==> src/rtl/stump_lshift_seq.sv <==
// Multi-cycle left shifter (LSL / ROL / RLC), one bit per clock, with a
// start/busy/done handshake; result and carry hold until the next accepted start.
module stump_lshift_seq #(
    parameter int WIDTH = 16,
    parameter int AMT_W = 4
) (
    input  logic             clk,
    input  logic             rst,
    input  logic             start,
    input  logic [WIDTH-1:0] operand_A,
    input  logic             c_in,
    input  logic [1:0]       shift_op,
    input  logic [AMT_W-1:0] shift_amt,
    output logic             busy,
    output logic             done,
    output logic [WIDTH-1:0] shift_out,
    output logic             c_out
);
    typedef enum logic [1:0] {S_IDLE, S_SHIFT, S_DONE} state_t;

    localparam logic [1:0]       OP_NONE = 2'b00;
    localparam logic [1:0]       OP_LSL  = 2'b01;
    localparam logic [1:0]       OP_ROL  = 2'b10;
    localparam logic [1:0]       OP_RLC  = 2'b11;
    localparam logic [AMT_W-1:0] CNT_ONE = {{(AMT_W-1){1'b0}}, 1'b1};

    state_t           state_q;
    logic [WIDTH-1:0] r_q, r_d;
    logic             c_q, c_d;
    logic [AMT_W-1:0] cnt_q;
    logic [1:0]       op_q;
    logic             busy_q, done_q;
    logic             accept;

    // Single-step datapath: every op shifts the MSB into carry.
    always_comb begin
        r_d = r_q;
        c_d = c_q;
        case (op_q)
            OP_LSL: begin r_d = {r_q[WIDTH-2:0], 1'b0};         c_d = r_q[WIDTH-1]; end
            OP_ROL: begin r_d = {r_q[WIDTH-2:0], r_q[WIDTH-1]}; c_d = r_q[WIDTH-1]; end
            OP_RLC: begin r_d = {r_q[WIDTH-2:0], c_q};          c_d = r_q[WIDTH-1]; end
            default: ;
        endcase
    end

    assign accept = start && (state_q != S_SHIFT);

    always_ff @(posedge clk) begin
        if (rst) begin
            state_q <= S_IDLE;
            r_q     <= '0;
            c_q     <= 1'b0;
            cnt_q   <= '0;
            op_q    <= OP_NONE;
            busy_q  <= 1'b0;
            done_q  <= 1'b0;
        end else begin
            case (state_q)
                S_SHIFT: begin
                    r_q   <= r_d;
                    c_q   <= c_d;
                    cnt_q <= cnt_q - CNT_ONE;
                    if (cnt_q == CNT_ONE) begin
                        state_q <= S_DONE;
                        busy_q  <= 1'b0;
                        done_q  <= 1'b1;
                    end
                end
                default: begin
                    if (accept) begin
                        r_q   <= operand_A;
                        c_q   <= c_in;
                        op_q  <= shift_op;
                        cnt_q <= shift_amt;
                        // Zero amount or no-op completes immediately as a passthrough.
                        if (shift_amt == '0 || shift_op == OP_NONE) begin
                            state_q <= S_DONE;
                            busy_q  <= 1'b0;
                            done_q  <= 1'b1;
                        end else begin
                            state_q <= S_SHIFT;
                            busy_q  <= 1'b1;
                            done_q  <= 1'b0;
                        end
                    end else begin
                        state_q <= S_IDLE;
                        busy_q  <= 1'b0;
                        done_q  <= 1'b0;
                    end
                end
            endcase
        end
    end

    assign busy      = busy_q;
    assign done      = done_q;
    assign shift_out = r_q;
    assign c_out     = c_q;
endmodule

==> config.mk <==
export PLATFORM = sky130hd
export DESIGN_NAME = stump_lshift_seq
export DESIGN_NICKNAME = d
export VERILOG_FILES = /design/src/rtl/stump_lshift_seq.sv
export SDC_FILE = /design/constraint.sdc
export NUM_CORES = 1
export LEC_CHECK = 0
export BUFFER_PORTS_ARGS = -buffer_cell sky130_fd_sc_hd__buf_2
export CAP_MARGIN = 20
export CORE_UTILIZATION = 49
export DETAILED_ROUTE_END_ITERATION = 16
export MAX_ROUTING_LAYER = met4
export PLACE_DENSITY = 0.89
export SETUP_SLACK_MARGIN = 0.02
export SLEW_MARGIN = 20
export SYNTH_ARGS = -nofsm -noshare
export SYNTH_HDL_FRONTEND = slang
export SYNTH_SLANG_ARGS = --single-unit
==> constraint.sdc <==
create_clock -name clk -period 1.85 [get_ports clk]
set_input_delay 0.37 -clock clk [delete_from_list [all_inputs] [get_ports clk]]
set_output_delay 0.37 -clock clk [all_outputs]
set_load 0.01 [all_outputs]
==> results.yml, run 1 <==
status:
  status: "complete, no violations"
timing:
  fmax_mhz: 592
  whs_ns: 0.283
  fin_tns_setup_ns: 0
  maxSlewViolCount: 0
  worstMarginPinSlew_ns: 0.627
  rsz0062_at_grt: "false"
  setup_slack_ns: 0.160
  final_hold_viol_count: 0
  period_share: 0.913
  slew_headroom: 0.573
  finalSetupViolCount: 0
  finClkSkew_ns: 0.00849
  min_period_ns: 1.69
synth:
  ys_seq_area_frac: 0.384
  synth_nets: 187
  muxShareOfSynthArea: 0.0250
  syn-instance-count: 156
  synth-seq-cells: 25
  synthSimpleGateAreaFrac: 0.221
  syn_area_um2: 1300
  synth_adder_area_share: 0.0480
  synth_top_family_by_area: "compound AO/OA/AOI/OAI gates"
  synth_warnings: 0
  synth.avg_cell_area_um2: 8.35
  synth_xor_area_frac: 0
  synth_compound_gate_area_share: 0.249
  ys_types: 25
finish:
  fin_nets: 227
  drive_gt1_frac: 0.338
  fin_cells: 225
  layout_commonest_cell: "buf_2"
  area_delta_synth_final_pct: 19.9
  fin_util: 0.625
  nFillCells: 236
  layout_common_cells: "buf_2, nand2_1, nor2_1"
  num_antenna_cells: 0
global_route:
  grt_max_degree: 26
  grt_pass1_wl_um: 5130
  antenna_found_initial: 0
  grt_overflow: 0
  grt_pass1_vias: 1222
  grt_usage: 0.253
pwr:
  p_per_area_nw_per_um2: 815
  intPower_mw: 0.838
  pwr-share-comb: 0.295
  p_sw_mw: 0.435
  peakVddDrop_uv: 702
  pwr-share-clk: 0.199
  switching_share: 0.342
  leakagePower_nw: 0.679
  seq_power_share: 0.506
floorplan:
  coreArea_um2: 2500
  dieArea_um2: 2870
  rows: 18
  io_pins: 45
  die_y_um: 53.6
  start_util: 0.521
  die_w_um: 53.6
worst_setup_path:
  crit_path_max_fanout: 16
  reg2reg_slack_ns: 0.16
  r2r_end: "shift_out[9]"
  ff2ff_path_depth: 6
  crit_chain: "inv_1, ha_1, nor2_2, mux2i_4, nor2_1, a311oi_2"
  endpoint_kind: "flop"
  path_class: "reg2reg"
  startpoint_type: "flop"
  slowest_delay_ns: 0.41
  arrival_ns: 1.94
  required_ns: 2.10
  cpMaxStageDelayCell: "mux2i_4"
  regToRegStartpoint: "op_q[1]"
clock_tree:
  numCtsBuffers: 3
  root_buffer: "clkbuf_4"
  cts_buffer_depth: 2
  cts-htree-levels: 1
  cts_tree: "built"
  clk_pin_slew_ns: 0.14
  clock_latency_ns: 0.33
  clkSinkCount: 25
  hold_buffers: 0
placement:
  gp_congestion: 0.756
  place_worst_setup_slack_ns: -0.128
  io_buffers: 44
  dp_cells: 220
  dpl.hpwl_um: 2180
hold_path:
  hold_start: "shift_op[1]"
  hp-class: "in2reg"
  min_to: "op_q[1]"
  holdPathStages: 3
routing:
  firstDrtPassIters: 4
  ant_nets: 0
  dr_total_vias: 1289
  drt-total-wl_um: 3120
  drc: 0
  dr.first_iter.drc_count: 40
  avgViaCountPerCell: 5.73
  avgRoutedWirePerCell_um: 13.9
flow_run:
  max-cap-violations: 0
what timing repair did:
item,4_1_cts,5_1_grt
setup buffers,0,0
gates resized for setup,1,1
cloned,1,0
hold endpoints to repair,0,0
setup endpoints to repair,16,13
kinds of logic (layout without fill, tap and decap cells):
logic type               Yosys count  count (layout)
AND/OR/NAND/NOR                   69              69
adder cells (fa/ha/maj)            5               5
AO/OA/AOI/OAI                     37              37
flip-flops                        25              25
buffers and inverters             18              56
multiplexers                       2               3
Yosys cell counts (all sizes together):
master	instances	area (µm²)
nor4	2	12.5
mux2i	2	32.5
o211a	1	10.0
nor2b	1	13.8
a311oi	15	194
ha	5	62.6
nor3	4	20.0
clkbuf	2	7.51
inv	5	18.8
buf	11	68.8
nand2b	2	12.5
dfxtp	25	500
a21oi	11	55.1
a211oi	4	30.0
nor3b	1	7.51
nor2	28	105
a22oi	2	15.0
nand2	31	116
o21ai	4	20.0
cell type report:
class | instances | area [µm²] | share of cell area
sequential | 25 | 500 | 0.321
inverter | 5 | 18.8 | 0.0120
timing repair buffer | 47 | 243 | 0.155
clock buffer | 3 | 22.5 | 0.0144
tap | 30 | 37.5 | 0.0240
clock inverter | 1 | 7.51 | 0.00481
multi-input combinational | 114 | 732 | 0.469
critical path, delay by kind of cell (launching register included):
| family | cells | cell delay, ns |
|---|---|---|
| buffers and inverters | 1 | 0.07 |
| flip-flops | 1 | 0.38 |
| AO/OA/AOI/OAI | 1 | 0.27 |
| AND/OR/NAND/NOR | 2 | 0.19 |
| adder cells (fa/ha/maj) | 1 | 0.28 |
| multiplexers | 1 | 0.41 |
worst max path at each step:
| stage | from | end | slack [ns] | depth (start not counted) |
|---|---|---|---|---|
| after floorplan | op_q[0] | shift_out[5] | 0.43 | 7 |
| after global placement | op_q[1] | shift_out[2] | -0.007 | 6 |
| after detailed placement | op_q[1] | shift_out[5] | -0.13 | 6 |
| after CTS | op_q[0] | shift_out[13] | 0.1 | 5 |
| after global routing | op_q[1] | shift_out[11] | 0.05 | 6 |
| final | op_q[1] | shift_out[9] | 0.16 | 6 |
stage by stage:
step                      power, mW  cell area, µm²
final                          1.27            1560
after global routing           1.35            1560
after CTS                      1.28            1560
after detailed placement       1.01            1510
after global placement         1.00            1510
after floorplan               0.908            1300
power by group through the flow:
stage / Clock, mW / Combinational, mW / Sequential, mW
detailed placement: 0 / 0.358 / 0.656
finish: 0.253 / 0.376 / 0.645
CTS: 0.260 / 0.372 / 0.644
global route: 0.286 / 0.415 / 0.652
global placement: 0 / 0.345 / 0.655
floorplan: 0 / 0.239 / 0.669
routing by layer:
metal | vias up | track usage | share of wire
met1 | 600 | 0.279 | 0.42
met4 | 0 | 0.0702 | 0.0048
li1 | 623 | - | -
met5 | - | - | 0
met2 | 64 | 0.444 | 0.50
met3 | 2 | 0.0678 | 0.073
registers in the layout (all words and copies together) (netlist names):
signal     cells
busy           1
c_out          1
cnt_q          4
done           1
op_q           2
shift_out     16
(Power assumes the default switching activity.)
==> run 2: changes to the inputs <==
--- a/config.mk
+++ b/config.mk
@@ -5,12 +5,13 @@
 export SDC_FILE = /design/constraint.sdc
 export NUM_CORES = 1
 export LEC_CHECK = 0
+export ABC_AREA = 1
 export BUFFER_PORTS_ARGS = -buffer_cell sky130_fd_sc_hd__buf_2
 export CAP_MARGIN = 20
-export CORE_UTILIZATION = 49
+export CORE_UTILIZATION = 50
 export DETAILED_ROUTE_END_ITERATION = 16
 export MAX_ROUTING_LAYER = met4
-export PLACE_DENSITY = 0.89
+export PLACE_DENSITY = 0.9
 export SETUP_SLACK_MARGIN = 0.02
 export SLEW_MARGIN = 20
 export SYNTH_ARGS = -nofsm -noshare
==> run 2 against run 1 <==
  * Critical path depth increased by 2
  * Clock-buffer cell count unchanged
  * Via count increased by 6.4%
  * Critical path type unchanged
  * Core utilization is 0.96 points higher
  * Register-to-register slack better by 0.19 ns
  * Clock power up 3%
  * Sequential cell count is the same
  * Largest power group unchanged
  * Die area grew 4.0%
  * Combinational power increased by 4%
  * Setup slack better by 0.19 ns
  * Largest cell class unchanged
  * Area after synthesis up 6.2%
==> results.yml, run 2 <==
status:
  status: "complete, no violations"
floorplan:
  die_w_um: 54.6
  rows: 18
  start_util: 0.544
  die_y_um: 54.6
  coreArea_um2: 2540
  io_pins: 45
  dieArea_um2: 2980
timing:
  final_hold_viol_count: 0
  rsz0062_at_grt: "false"
  finClkSkew_ns: 0.00994
  fin_tns_setup_ns: 0
  slew_headroom: 0.655
  finalSetupViolCount: 0
  period_share: 0.812
  min_period_ns: 1.50
  maxSlewViolCount: 0
  worstMarginPinSlew_ns: 0.516
  fmax_mhz: 666
synth:
  synthFlopType: "dfxtp_1"
  synthTopCellsByCount: "nand2_1, nor2_1, dfxtp_1"
  synth_nets: 239
  synth_area_leader_cell: "dfxtp_1"
  syn_area_um2: 1380
  synth.avg_cell_area_um2: 6.65
  ys_types: 21
  synth-seq-cells: 25
  synth_most_common_cell: "nand2_1"
  synth.top_cell.area_share: 0.362
  synth_edf_count: 0
  syn-instance-count: 208
  synth_warnings: 0
  yosys-top-cells-area: "dfxtp_1, nand2_1, nor2_1"
  ys_seq_area_frac: 0.362
  async_flop_share: 0
placement:
  dp_cells: 275
  gp_congestion: 0.796
  dpl.hpwl_um: 2110
  io_buffers: 44
finish:
  num_antenna_cells: 0
  largest_reg_flops: 16
  layout_commonest_cell: "nand2_1"
  drive_gt1_frac: 0.281
  fin_nets: 281
  area_delta_synth_final_pct: 16.6
  nFillCells: 263
  layout_common_cells: "nand2_1, buf_2, nor2_1"
  fin_cells: 279
clock_tree:
  cts_buffer_depth: 2
  cts-htree-levels: 1
  cts_tree: "built"
  clock_latency_ns: 0.34
  root_buffer: "clkbuf_4"
  hold_buffers: 0
  numCtsBuffers: 3
  post_cts_buffers: 0
  post_cts_resized: 0
  clkSinkCount: 25
  clk_pin_slew_ns: 0.15
worst_setup_path:
  crit_top_cell: "nor2_1"
  required_ns: 2.10
  critPathTopFamily: "simple AND/OR/NAND/NOR gates"
  crit_path_max_fanout: 17
  cpMaxStageDelayCell: "dfxtp_1"
  crit_chain: "inv_1, ha_1, nor2_1, nand2_2, nand2_4, inv_4, nor2_2, nor2_1"
  path_class: "reg2reg"
  endpoint_kind: "flop"
  startpoint_type: "flop"
  cp_num_buf_inv: 2
  arrival_ns: 1.75
  slowest_delay_ns: 0.36
routing:
  ant_nets: 0
  avgViaCountPerCell: 4.92
  firstDrtPassIters: 4
  avgRoutedWirePerCell_um: 10.2
  drt-total-wl_um: 2850
  drc: 0
  dr.first_iter.drc_count: 20
  dr_total_vias: 1372
pwr:
  switching_share: 0.357
  leakagePower_nw: 0.873
  pwr-share-comb: 0.299
  pwr-share-clk: 0.199
  intPower_mw: 0.844
  peakVddDrop_uv: 776
  seq_power_share: 0.502
  p_per_area_nw_per_um2: 813
  p_sw_mw: 0.468
global_route:
  grt_pass1_wl_um: 4710
  grt_usage: 0.230
  grt_max_degree: 22
  grt_overflow: 0
  antenna_found_initial: 0
  grt_pass1_vias: 1125
flow_run:
  max-cap-violations: 0
hold_path:
  hp-class: "in2reg"
[run 2: metal layers]
| metal | track usage | wire length [µm] |
|---|---|---|
| met1 | 0.263 | 1320 |
| met2 | 0.386 | 1360 |
| met3 | 0.0583 | 133 |
| met4 | 0.0769 | 34 |
| met5 | - | 0 |
[run 2: logic make-up (layout without fill, tap and decap cells)]
family,count (synthesis),after routing,synth area share
AND/OR/NAND/NOR,127,127,0.396
AO/OA/AOI/OAI,27,27,0.102
flip-flops,25,25,0.362
buffers and inverters,24,65,0.0949
adder cells (fa/ha/maj),5,5,0.0452
[run 2: final timing paths]
kind / cells past startpoint / end / from / slack, ns
max: 8 / shift_out[3] / op_q[0] / 0.35
min: 2 / shift_out[0] / rst / 0.24
max reg2reg: 8 / shift_out[3] / op_q[0] / 0.35
min reg2reg: 2 / shift_out[0] / shift_out[0] / 0.51
[run 2: final cells by class]
type,instances,area (µm²),share of cell area
clock buffers,3,22.5,0.0140
inverters,15,58.8,0.0364
well taps,30,37.5,0.0233
flip-flops and latches,25,500,0.310
multi-input cells,159,752,0.466
clock inverters,1,7.51,0.00465
repair buffers,46,235,0.146
[run 2: per-stage QoR]
| step | power, mW | utilization | setup slack [ns] | area [µm²] | hold WS (ns) |
|---|---|---|---|---|---|
| final | 1.31 | 0.634 | 0.348 | 1610 | 0.245 |
| after global routing | 1.41 | 0.634 | 0.246 | 1610 | 0.223 |
| after CTS | 1.32 | 0.634 | 0.362 | 1610 | 0.245 |
| after detailed placement | 1.06 | 0.622 | 0.378 | 1580 | 0.487 |
| after global placement | 1.05 | 0.622 | 0.410 | 1580 | 0.485 |
| after floorplan | 0.958 | - | 0.500 | 1380 | 0.432 |
[run 2: power groups by stage]
stage	combinational (mW)	clock [mW]	sequential, mW
floorplan	0.271	0	0.687
global placement	0.383	0	0.669
detailed placement	0.394	0	0.671
CTS	0.396	0.266	0.659
global route	0.454	0.291	0.668
finish	0.392	0.261	0.659
[run 2: worst register-to-register path, stage by stage, from the launching register on]
cell,delay [ns]
dfxtp_1,0.36
inv_1,0.08
ha_1,0.29
nor2_1,0.13
nand2_2,0.08
nand2_4,0.18
inv_4,0.13
nor2_2,0.12
nor2_1,0.06
